===== src/rtl/turn_controller.sv =====
// turn_controller: sequences one checkers turn (pick, legal-move capture, confirm, engine command).
// Defining TURN_TIMER_EN adds a per-turn tick budget with forced turn hand-over on expiry.
module turn_controller #(
  parameter bit FIRST_RED = 1'b1,
  parameter int TURN_TIME = 30
) (
  input  logic         clk,
  input  logic         rst,
`ifdef TURN_TIMER_EN
  input  logic         tick,
  output logic [7:0]   time_left,
  output logic         timeout,
`endif
  input  logic         btn_up,
  input  logic         btn_down,
  input  logic         btn_left,
  input  logic         btn_right,
  input  logic         btn_sel,
  input  logic         btn_cancel,
  input  logic [191:0] board,
  input  logic [27:0]  legal_move,
  input  logic         engine_busy,
  input  logic         cmd_ready,
  output logic [5:0]   select_loc,
  output logic [5:0]   cursor,
  output logic [5:0]   src_loc,
  output logic [5:0]   dst_loc,
  output logic         cmd_valid,
  output logic         turn_red,
  output logic         err_pulse,
  output logic [2:0]   state_dbg
);

  typedef enum logic [2:0] {
    PICK  = 3'd0,
    ARM1  = 3'd1,
    ARM2  = 3'd2,
    DEST  = 3'd3,
    ISSUE = 3'd4,
    WAIT  = 3'd5,
    NEXT  = 3'd6
  } state_t;

  state_t      state, state_next;
  logic [5:0]  cursor_next, src_next, dst_next;
  logic [27:0] legal_q, legal_next;
  logic        err_next, turn_next;
  logic        wait_seen, wait_seen_next;
  logic [2:0]  pick_cell;
  logic        any_legal, dest_hit;
  logic        unused_king;

  assign unused_king = pick_cell[0];
  assign state_dbg   = state;

  always_comb begin
    cursor_next = cursor;
    if (state == PICK || state == DEST) begin
      if (btn_up) begin
        if (cursor[2:0] != 3'd7) cursor_next[2:0] = cursor[2:0] + 3'd1;
      end else if (btn_down) begin
        if (cursor[2:0] != 3'd0) cursor_next[2:0] = cursor[2:0] - 3'd1;
      end else if (btn_left) begin
        if (cursor[5:3] != 3'd0) cursor_next[5:3] = cursor[5:3] - 3'd1;
      end else if (btn_right) begin
        if (cursor[5:3] != 3'd7) cursor_next[5:3] = cursor[5:3] + 3'd1;
      end
    end
  end

  // any_legal looks at the live engine slots (ARM2); dest_hit at the captured copy (DEST)
  always_comb begin
    any_legal = 1'b0;
    dest_hit  = 1'b0;
    for (int s = 0; s < 4; s++) begin
      if (legal_move[7*s+6]) any_legal = 1'b1;
      if (legal_q[7*s+6] && (legal_q[7*s +: 6] == cursor)) dest_hit = 1'b1;
    end
  end

`ifdef TURN_TIMER_EN
  logic timer_run, timeout_hit;

  assign timer_run   = (state == PICK) || (state == ARM1) || (state == ARM2) || (state == DEST);
  assign timeout_hit = timer_run && tick && (time_left == 8'd1);

  always_ff @(posedge clk) begin
    if (rst) begin
      time_left <= 8'(TURN_TIME);
      timeout   <= 1'b0;
    end else begin
      timeout <= timeout_hit;
      if (timeout_hit || state == NEXT)
        time_left <= 8'(TURN_TIME);
      else if (timer_run && tick)
        time_left <= time_left - 8'd1;
    end
  end
`else
  logic [7:0] unused_turn_time;
  assign unused_turn_time = 8'(TURN_TIME);
`endif

  always_comb begin
    state_next     = state;
    src_next       = src_loc;
    dst_next       = dst_loc;
    legal_next     = legal_q;
    err_next       = 1'b0;
    turn_next      = turn_red;
    wait_seen_next = wait_seen;
    pick_cell      = board[3*cursor +: 3];
    case (state)
      PICK: begin
        if (btn_sel) begin
          if (pick_cell[2] && (pick_cell[1] == turn_red)) begin
            src_next   = cursor;
            state_next = ARM1;
          end else begin
            err_next = 1'b1;
          end
        end
      end
      ARM1: state_next = ARM2;
      ARM2: begin
        legal_next = legal_move;
        if (any_legal) begin
          state_next = DEST;
        end else begin
          err_next   = 1'b1;
          state_next = PICK;
        end
      end
      DEST: begin
        if (btn_cancel) begin
          state_next = PICK;
        end else if (btn_sel) begin
          if (dest_hit) begin
            dst_next   = cursor;
            state_next = ISSUE;
          end else begin
            err_next = 1'b1;
          end
        end
      end
      ISSUE: begin
        if (cmd_ready) begin
          wait_seen_next = 1'b0;
          state_next     = WAIT;
        end
      end
      // The engine only raises busy the cycle after accept, so the first WAIT cycle is skipped
      WAIT: begin
        if (!wait_seen)
          wait_seen_next = 1'b1;
        else if (!engine_busy)
          state_next = NEXT;
      end
      NEXT: begin
        turn_next  = ~turn_red;
        state_next = PICK;
      end
      default: state_next = PICK;
    endcase
`ifdef TURN_TIMER_EN
    if (timeout_hit) begin
      state_next = PICK;
      err_next   = 1'b0;
      turn_next  = ~turn_red;
      src_next   = src_loc;
      dst_next   = dst_loc;
    end
`endif
  end

  always_ff @(posedge clk) begin
    if (rst) begin
      state      <= PICK;
      cursor     <= '0;
      src_loc    <= '0;
      dst_loc    <= '0;
      select_loc <= '0;
      cmd_valid  <= 1'b0;
      err_pulse  <= 1'b0;
      turn_red   <= FIRST_RED;
      legal_q    <= '0;
      wait_seen  <= 1'b0;
    end else begin
      state      <= state_next;
      cursor     <= cursor_next;
      src_loc    <= src_next;
      dst_loc    <= dst_next;
      select_loc <= (state_next == PICK || state_next == DEST) ? cursor_next : src_next;
      cmd_valid  <= (state_next == ISSUE);
      err_pulse  <= err_next;
      turn_red   <= turn_next;
      legal_q    <= legal_next;
      wait_seen  <= wait_seen_next;
    end
  end

endmodule


===== config.mk =====
export PLATFORM = sky130hd
export DESIGN_NAME = turn_controller
export DESIGN_NICKNAME = d
export VERILOG_FILES = /design/src/rtl/turn_controller.sv
export SDC_FILE = /design/constraint.sdc
export NUM_CORES = 1
export LEC_CHECK = 0
export CAP_MARGIN = 40
export CORE_MARGIN = 2
export CORE_UTILIZATION = 33
export CTS_CLUSTER_DIAMETER = 50
export DETAILED_ROUTE_END_ITERATION = 12
export PLACE_DENSITY = 0.84
export REMOVE_ABC_BUFFERS = 1
export SLEW_MARGIN = 20
export SYNTH_ARGS = -nofsm -noshare
export SYNTH_HDL_FRONTEND = slang
export SYNTH_SLANG_ARGS = --single-unit

===== constraint.sdc =====
create_clock -name clk -period 2.4 [get_ports clk]
set_input_delay 0.72 -clock clk [delete_from_list [all_inputs] [get_ports clk]]
set_output_delay 0.72 -clock clk [all_outputs]
set_load 0.01 [all_outputs]

==> results of run 1 <==
-- path summary, 6_finish.rpt --
path	from	end	slack [ns]	depth (start not counted)
min	legal_q[6]	legal_q[6]	0.46	2
max	board[140]	select_loc[1]	-0.27	10
max reg2reg	cursor[0]	select_loc[1]	-0.27	10
min reg2reg	legal_q[6]	legal_q[6]	0.46	2
-- per-layer routing --
metal / vias up / GRT usage
met2: 188 / 0.391
li1: 2040 / -
met4: 0 / 0.0878
met5: - / 0
met3: 31 / 0.0610
met1: 2041 / 0.269
-- cells in the mapped netlist, drive strengths merged (6+ instances only) --
| library cell | instances |
|---|---|
| nand2 | 77 |
| dfxtp | 59 |
| a21oi | 43 |
| nor2 | 28 |
| mux4 | 26 |
| mux2i | 25 |
| buf | 19 |
| clkbuf | 14 |
| xnor2 | 14 |
| inv | 13 |
| xor2 | 12 |
| nor4 | 11 |
| nand3 | 10 |
| o21ai | 10 |
| nor2b | 9 |
| a22oi | 7 |
| a311oi | 7 |
| ha | 6 |
-- sequential cells by signal (all words and copies together) (netlist names) --
signal and flops:
state_dbg 3, cursor 6, legal_q 28, turn_red 1, dst_loc 6, wait_seen 1
src_loc 6, cmd_valid 1, select_loc 6, err_pulse 1
-- what timing repair did --
action	in CTS	in global routing
pin swaps	31	25
hold endpoints to repair	0	0
cloned	1	2
gates resized for setup	108	48
setup buffers	3	1
endpoints found under the setup margin	18	25
-- layout make-up --
| type | count | area (um^2) | share of cell area |
|---|---|---|---|
| sequential | 59 | 1190 | 0.171 |
| multi-input combinational | 331 | 2770 | 0.397 |
| clock buffer | 12 | 256 | 0.0368 |
| tap | 143 | 179 | 0.0257 |
| clock inverter | 4 | 72.6 | 0.0104 |
| inverter | 13 | 48.8 | 0.00700 |
| timing repair buffer | 250 | 2460 | 0.353 |
-- cell families (layout without fill, tap and decap cells) --
family | after synthesis | in the layout | share of synthesized area
DFF | 59 | 59 | 0.305
AOI/OAI and AO/OA | 91 | 91 | 0.154
muxes | 51 | 51 | 0.216
xor gates and xnor gates | 26 | 26 | 0.0589
and+or+nand+nor | 156 | 157 | 0.186
buffers and inverters | 46 | 279 | 0.0599
adders and majority gates | 6 | 6 | 0.0194
-- through the flow --
step,setup TNS (ns),power (mW),setup WS [ns]
2_1_floorplan,-31.07,2.70,-1.56
5_1_grt,-4.94,5.96,-0.357
6_report,-3.46,5.68,-0.273
4_1_cts,-2.58,5.43,-0.224
3_5_place_dp,-12.16,3.77,-0.895
3_3_place_gp,-11.81,3.70,-0.864
-- worst register-to-register path, cell delays in order (launching register included) --
cell	delay [ns]
sky130_fd_sc_hd__dfxtp_4	0.39
sky130_fd_sc_hd__buf_6	0.13
sky130_fd_sc_hd__mux4_2	0.32
sky130_fd_sc_hd__nor2_1	0.04
sky130_fd_sc_hd__or4_1	0.50
sky130_fd_sc_hd__and3_4	0.18
sky130_fd_sc_hd__a311oi_4	0.37
sky130_fd_sc_hd__buf_6	0.18
sky130_fd_sc_hd__nand3_4	0.14
sky130_fd_sc_hd__o221ai_4	0.24
sky130_fd_sc_hd__a21oi_2	0.05
-- report_power, final --
part / internal (mW) / switching [mW] / leakage, nW
Combinational: 1.57 / 1.41 / 2.21
Clock: 0.963 / 0.456 / 0.159
Sequential: 1.13 / 0.147 / 0.480
==> results, run 1 <==
- The flow ran to the end, but the final reports show violations.
- The final reports fail on setup timing.
- In this run the power density over the cells is 815 nW/um^2.
- The final count of hold timing violations came to 0.
- Counting along the longest clock path gives a buffer depth of 2.
- The number of buffers inserted for hold repair after clock tree synthesis is 0.
- Measured on the finished design, the core utilization comes to 0.610.
- The floorplan step set the die height to 112 um.
- The area growth from synthesis to layout is 80.2%.
- The number of max-slew violations in the final report was 0.
- The first global-routing pass estimated 22.7 mm of wire.
- The final HPWL from detailed placement is 10.9 mm.
- The top cell types in the final layout, fill and taps aside, are sky130_fd_sc_hd__clkdlybuf4s50_1 (108), sky130_fd_sc_hd__nand2_1 (73), sky130_fd_sc_hd__dlygate4sd2_1 (57).
- The worst-path cell with the longest stage delay is sky130_fd_sc_hd__clkdlybuf4s50_1.
- The wire length after detailed routing is 15.0 mm.
- The clock sink count is 59.
- The number of setup violations in the final report is 16.
- After filler insertion, the fill cell instance count of the layout stands at 951.
- The path type of the worst setup path is input port to flop.
- The most common cell after layout, fill and taps aside is sky130_fd_sc_hd__clkdlybuf4s50_1.
- The shortest period the worst path allows is 2.67 ns.
- The share of the cycle needed by the critical path after routing is 1.11.
- The total leakage power is 2.85 nW.
- The final-layout worst hold slack is 0.459 ns.
- The core outline area is 11,400 um^2.
- The post-synthesis sequential area ratio is 0.305.
- The worst hold path belongs to the class flop to flop.
- The combined area of all synthesized cells is 3870 um^2.
- The diode insertion count for antenna repair is 0.
- The detail route stage leaves a number of antenna-violating nets equal to 0.
- The area share of the largest cell type after synthesis is 0.305.
- The number of nets in the final layout is 900.
- The detailed-route vias per instance is 5.30.
- The smallest setup slack after layout is -0.273 ns.
- For this configuration, the core starts out at a cell density of 0.339.
- After the first detailed-routing iteration, the DRC count stood at 164.
- The type of destination of the critical path is a flop.
- The number of global-route vias before repair is 4,572.
- The startpoint type of the worst setup path is an input port.
- In the synthesized netlist the async set-or-reset flop fraction comes to 0.
- The number of maximum-capacitance constraint violations is 0.
- The cell count after placement is 790.
- Yosys mapped the design onto 51 distinct sky130hd cell types.
- The site row count is 39.
- After detailed routing, the average wire length per cell comes to 18.5 um.
- The maximum fanout count along the critical path is 7.
- The placer's final routability congestion estimate is 0.887.
- By area the synthesized netlist is led by sky130_fd_sc_hd__dfxtp_1 (31%), sky130_fd_sc_hd__mux4_2 (15%), sky130_fd_sc_hd__nand2_1 (7.5%).
- Synthesis inferred 59 register bits.
- The endpoint required time on the critical path is 2.61 ns.
- TritonCTS built the clock tree.
- In this run the cell area measured after placement is 6230 um^2.
- The count of buffer and inverter cells on the critical path is 2.
- The cell type with the highest aggregate area in the netlist is sky130_fd_sc_hd__dfxtp_1.
- The pre-antenna-repair detailed-routing pass consisted of 4 iterations.
- In the detailed route, the total length drawn on met3 is 976 um.
- The clock tree root buffer cell is sky130_fd_sc_hd__clkbuf_16.
- IR analysis of the VDD net gives a maximum drop of 0.000751 V.
- The total overflow left after global routing is 0.
- For the pin with the worst max-slew slack, the measured transition is 0.438 ns.
- The port buffer count is 195.
- Counting flops with a built-in enable in the synthesized netlist gives 0.
- The number of design rule violations left after detail routing is 0.
- The timing-limited maximum frequency is 374 MHz.
- The final standard cell area without fillers is 6970 um^2.
- The flip-flop cell with the highest count after synthesis is sky130_fd_sc_hd__dfxtp_1.
- Setup repair after global routing could not meet its margin everywhere.
- The amount of wire on met2 after detailed routing is 7.50 mm.
- The clock network latency to the later pin of the worst-skew pair is 0.33 ns.
- Counting the buffers created by CTS gives 9.
- The die extent in x is 112 um.
- The count of yosys warnings during synthesis is 0.
- Clock-pin slew was measured on the worst setup and hold paths at 0.05 ns.
- The critical path goes through clkdlybuf4s50_1 -> mux4_2 -> nand2_1 -> a311oi_2 -> nor4_4 -> a311oi_4 -> buf_6 -> nand3_4 -> o221ai_4 -> a21oi_2.
- The average footprint of a synthesized cell is 8.89 um^2.
- Across the routed clock network, the largest skew measured is 0.00742 ns.
- The layout cell share with drive strength beyond 1 is 0.229.
- The initial antenna violation count came to 0.
- The H-tree generated during clock tree synthesis spans 3 levels.
- For this block, wires on met1 add up to 6.21 mm.
- Synthesis produced a netlist whose cell count is 435.
- The highest metal layer with signal wires is met4.
- The count of vias placed by the detailed router is 4,300.
- The total global-route track usage is 0.226.
- Entering global routing, the biggest net connects 29 pins.
- The normalized max-slew margin is 0.705.
- The die covers 12,600 um^2.
- The cell family contributing the most delay on the critical path is compound AO/OA/AOI/OAI gates.
- The highest cell delay on the worst timing path is 0.49 ns.
- The number of top-level pins is 260.
- The final standard cell count with taps included and fillers excluded is 812.
- At the worst endpoint, the arrival time is 2.88 ns.
No activity file was read; power rests on OpenSTA's default activity.
==> run 2, diff against run 1 <==
--- a/config.mk
+++ b/config.mk
@@ -5,12 +5,13 @@
 export SDC_FILE = /design/constraint.sdc
 export NUM_CORES = 1
 export LEC_CHECK = 0
+export ABC_AREA = 1
 export CAP_MARGIN = 40
 export CORE_MARGIN = 2
-export CORE_UTILIZATION = 33
+export CORE_UTILIZATION = 38
 export CTS_CLUSTER_DIAMETER = 50
 export DETAILED_ROUTE_END_ITERATION = 12
-export PLACE_DENSITY = 0.84
+export PLACE_DENSITY = 0.88
 export REMOVE_ABC_BUFFERS = 1
 export SLEW_MARGIN = 20
 export SYNTH_ARGS = -nofsm -noshare
==> constraint.sdc (replaced) <==
create_clock -name clk -period 2.9 [get_ports clk]
set_input_delay 0.87 -clock clk [delete_from_list [all_inputs] [get_ports clk]]
set_output_delay 0.87 -clock clk [all_outputs]
set_load 0.01 [all_outputs]
==> run 2 against run 1 <==
  * The flow now finishes without violations
  * Cell area down 5.6%
  * Largest cell class unchanged
  * Clock power down 48%
  * Count of clock-buffer cells in the layout is 2 higher
  * Area after synthesis is 9.5% higher
  * Final cell count grew 29%
  * Critical path type unchanged
  * Routed wire length shrank 2.1%
  * First-iteration DRC count rose by 140%
==> results, run 2 <==
- The CTS buffer count is 9 (unchanged).
- The most common cell after layout, fill and taps aside is sky130_fd_sc_hd__nand2_1.
- The number of cells traversed by the worst register-to-register path is 16 (+6).
- The flip-flop cell with the highest count after synthesis is sky130_fd_sc_hd__dfxtp_1.
- The endpoint required time on the critical path is 3.14 ns (+0.53 ns).
- The number of distinct library cells after synthesis is 37 (-27%).
- Sorting the synthesized cells by how often they occur yields sky130_fd_sc_hd__nand2_1 (223), sky130_fd_sc_hd__nand3_1 (115), sky130_fd_sc_hd__dfxtp_1 (59).
- Setup repair after global routing left no endpoint under its margin.
- The vertical die dimension is 110 um (-2.4%).
- The area fraction in and, or, nand and nor cells after synthesis is 0.433 (+0.247).
- The compound-gate portion of the synthesized area is 0.134 (-0.0195).
- The flip-flop and latch count after synthesis is 59 (unchanged).
- The tree is rooted in a sky130_fd_sc_hd__clkbuf_8.
- The normalized max-slew margin is 0.671 (-0.0345).
- The combined area of all synthesized cells is 4230 um^2 (+9.5%).
- The initial core utilization was 0.391 (+0.0519).
- The number of buffers inserted for hold repair after clock tree synthesis is 0 (unchanged).
- The initial antenna violation count is 0 (unchanged).
- The total global-route track usage was 0.242 (+0.0156).
- The multiplexer share of the synthesized area is 0 (-0.216).
- The full die area is 12,000 um^2 (-4.8%).
- The deepest level of the CTS H-tree was 3 (unchanged).
- The count of yosys warnings during synthesis was 0 (unchanged).
- The number of global-route vias before repair is 4,950 (+8.3%).
- The number of stages on the worst hold path came to 2 (unchanged).
- The number of setup violations in the final report is 0 (-16).
- Dividing the final minimum period by the clock period gives 0.880.
- The core occupancy in the finished layout is 0.607 (-0.00323).
- The maximum ir drop on the vdd rail is 0.000651 V (-13%).
- The layout cell share with drive strength beyond 1 was 0.0717 (-0.157).
- The first-pass iteration count of the detailed router is 8 (+4).
- The adder and majority cell fraction of the synthesized area is 0.0177 (-0.00168).
- The die extent in x is 110 um (-2.4%).
- The number of top-level pins was 260 (unchanged).
- The first-pass GRT wire length is 23.0 mm (+1.3%).
- The post-synthesis sequential area ratio is 0.279 (-0.0264).
- The CTS clock-pin slew for the worst setup and hold paths is 0.07 ns (+0.02 ns).
- The final HPWL from detailed placement is 11.1 mm (+1.9%).
- The post-route clock skew came to 0.00754 ns (+0.000127 ns).
- The proportion of register bits with asynchronous set or reset after synthesis is 0 (unchanged).
- The flip-flop count of the largest register after layout is 28 (unchanged).
- The areal power density over the cells is 782 nW/um^2 (-4.1%).
- The number of nets in the final layout is 1,137 (+26%).
- The critical path goes through clkdlybuf4s50_1 -> nand2_1 -> nand3_1 -> nand3_1 -> nand2_1 -> nand2_1 -> nand3_1 -> nand3_1 -> nand2_1 -> a21oi_2 -> nand4_1 -> nand2_1 -> nand3_2 -> nand2_1 -> nor2_1.
- The residual antenna-violating net count after detailed routing is 0 (unchanged).
- The site row count is 38 (-2.6%).
- The diode insertion count for antenna repair is 0 (unchanged).
- The tightest min-delay check is of the flop to flop type.
- Among the stages of the critical path, the cell type that occurs most often is sky130_fd_sc_hd__nand2_1.
- The flop-to-flop setup slack is 0.41 ns (+0.68 ns).
- The largest net degree at the start of global routing is 71 (+140%).
- The smallest setup slack after layout is 0.349 ns (+0.621 ns).
- The placer's final routability congestion estimate came to 0.840 (-5.3%).
- The violation count after the first detailed-route iteration is 398 (+140%).
- The number of synthesized flops with an enable pin is 0 (unchanged).
- The worst setup path is launched from an input port.
- The measured slew at the worst slew-check pin is 0.494 ns (+0.0563 ns).
- The register ranked first by flip-flop count is legal_q.
- The shortest period the worst path allows is 2.55 ns.
- The count of vias placed by the detailed router came to 5,295 (+23%).
- The final count of hold timing violations is 0 (unchanged).
- The maximum buffer depth of the clock tree is 2 (unchanged).
- The cell type with the highest aggregate area in the netlist is sky130_fd_sc_hd__dfxtp_1.
- The xor and xnor fraction of the mapped netlist area came to 0.0145 (-0.0444).
- The worst slack at placement is -0.0344 ns (+0.861 ns).
- The worst-path cell with the longest stage delay is sky130_fd_sc_hd__clkdlybuf4s50_1.
- The area share of the largest cell type after synthesis is 0.279 (-0.0264).
- The number of max-slew violations in the final report came to 0 (unchanged).
- The count of cells resized by post-cts repair is 0 (-100%).
- The gate count after technology mapping is 706 (+62%).
- In the layout the commonest cells are sky130_fd_sc_hd__nand2_1 (223), sky130_fd_sc_hd__clkdlybuf4s50_1 (195), sky130_fd_sc_hd__nand3_1 (115).
- The residual overflow from global routing came to 0 (unchanged).
- The wire length per cell after detailed routing is 14.0 um (-24%).
- The combinational family with the most area after synthesis is simple AND/OR/NAND/NOR gates.
- The cell depth of the worst setup path came to 15 (+5).
- From synthesis to final layout, the design area changed by 55.5%.
- The critical path data arrival time is 2.79 ns (-0.09 ns).
- The average footprint of a synthesized cell is 6.00 um^2 (-33%).
- The post-CTS repair timing setup buffer count is 0 (-3).
- The run finished with clean final reports.
- The highest cell delay on the worst timing path is 0.40 ns (-0.09 ns).
- In this design, the largest share of critical-path delay is due to simple AND/OR/NAND/NOR gates.
- The clock sink count was 59 (unchanged).
- The maximum fanout count along the critical path was 7 (unchanged).
- The path type of the worst setup path is input port to flop.
- The total leakage power came to 2.85 nW (+0.30%).
- The detailed-route vias per instance came to 5.06 (-4.4%).
- The core outline area is 10,800 um^2 (-5.1%).
- The clock network latency to the later pin of the worst-skew pair was 0.35 ns (+0.02 ns).
- Yosys attributes the largest share of cell area to sky130_fd_sc_hd__dfxtp_1 (28%), sky130_fd_sc_hd__nand2_1 (20%), sky130_fd_sc_hd__nand3_1 (14%).
- The timing-limited maximum frequency is 392 MHz.
- The type of destination of the critical path is a flop.
- The number of design rule violations left after detail routing was 0 (unchanged).
- The port buffer count came to 195 (unchanged).
- TritonCTS built the clock tree.
- The wire length after detailed routing is 14.7 mm (-2.1%).
- The most instantiated library cell after synthesis is sky130_fd_sc_hd__nand2_1.
- The number of maximum-capacitance constraint violations is 0 (unchanged).
- The count of buffer and inverter cells on the critical path came to 1 (-1).
## run 2: cell count changes after synthesis, sizes merged, moves of 9 or more
cell / change
buf: +15
inv: +46
mux2i: -25
mux4: -26
nand2: +147
nand3: +110
nor2: +31
nor2b: -9
nor4: -10
o21ai: +35
xnor2: -10
xor2: -9
## run 2: report_power, final
group | leakage [nW] | switching, mW | total, mW | internal, mW
clock network | 0.0947 | 0.312 | 0.732 | 0.420
registers | 0.480 | 0.127 | 1.15 | 1.02
logic | 2.28 | 1.84 | 3.26 | 1.42
total | 2.85 | 2.28 | 5.14 | 2.86
## run 2: layout make-up
class / instances / area [um^2]
multi-input cells: 539 / 2540
well taps: 140 / 175
fillers: 993 / 4260
inverters: 59 / 224
flip-flops and latches: 59 / 1180
clock inverters: 2 / 35.0
repair buffers: 233 / 2270
clock buffers: 14 / 153
## run 2: logic make-up after synthesis
family          Yosys count
flops                    59
xor+xnor                  7
compound gates          106
fa+ha+maj                 6
buf+inv                 108
simple gates            420
## run 2: worst min-delay path, cell delays in order, from the launching register on
cell	delay [ns]
sky130_fd_sc_hd__dfxtp_1	0.31
sky130_fd_sc_hd__inv_1	0.05
sky130_fd_sc_hd__a21oi_1	0.05
## run 2: worst paths after layout
| path | start | end |
|---|---|---|
| max | board[82] | select_loc[4] |
| min | dst_loc[4] | dst_loc[4] |
| max reg2reg | cursor[0] | select_loc[0] |
| min reg2reg | dst_loc[4] | dst_loc[4] |
## run 2: routing by layer
metal / vias up / global-route usage / share of wire
li1: 2700 / - / -
met1: 2359 / 0.289 / 0.42
met2: 209 / 0.433 / 0.47
met3: 27 / 0.0510 / 0.090
met4: 0 / 0.0732 / 0.017
met5: - / 0 / 0
## run 2: per-stage QoR
| step | power (mW) | TNS, ns | hold slack, ns | instances | cell area, um^2 |
|---|---|---|---|---|---|
| after floorplan | 3.07 | -11.10 | 0.432 | 657 | 3940 |
| after global placement | 4.37 | 0 | 0.433 | 1030 | 6390 |
| after detailed placement | 4.42 | -0.152 | 0.434 | 1030 | 6390 |
| after CTS | 5.17 | 0 | 0.444 | 1046 | 6580 |
| after global routing | 5.66 | 0 | 0.467 | 1046 | 6580 |
| final | 5.14 | 0 | 0.447 | 1046 | 6580 |
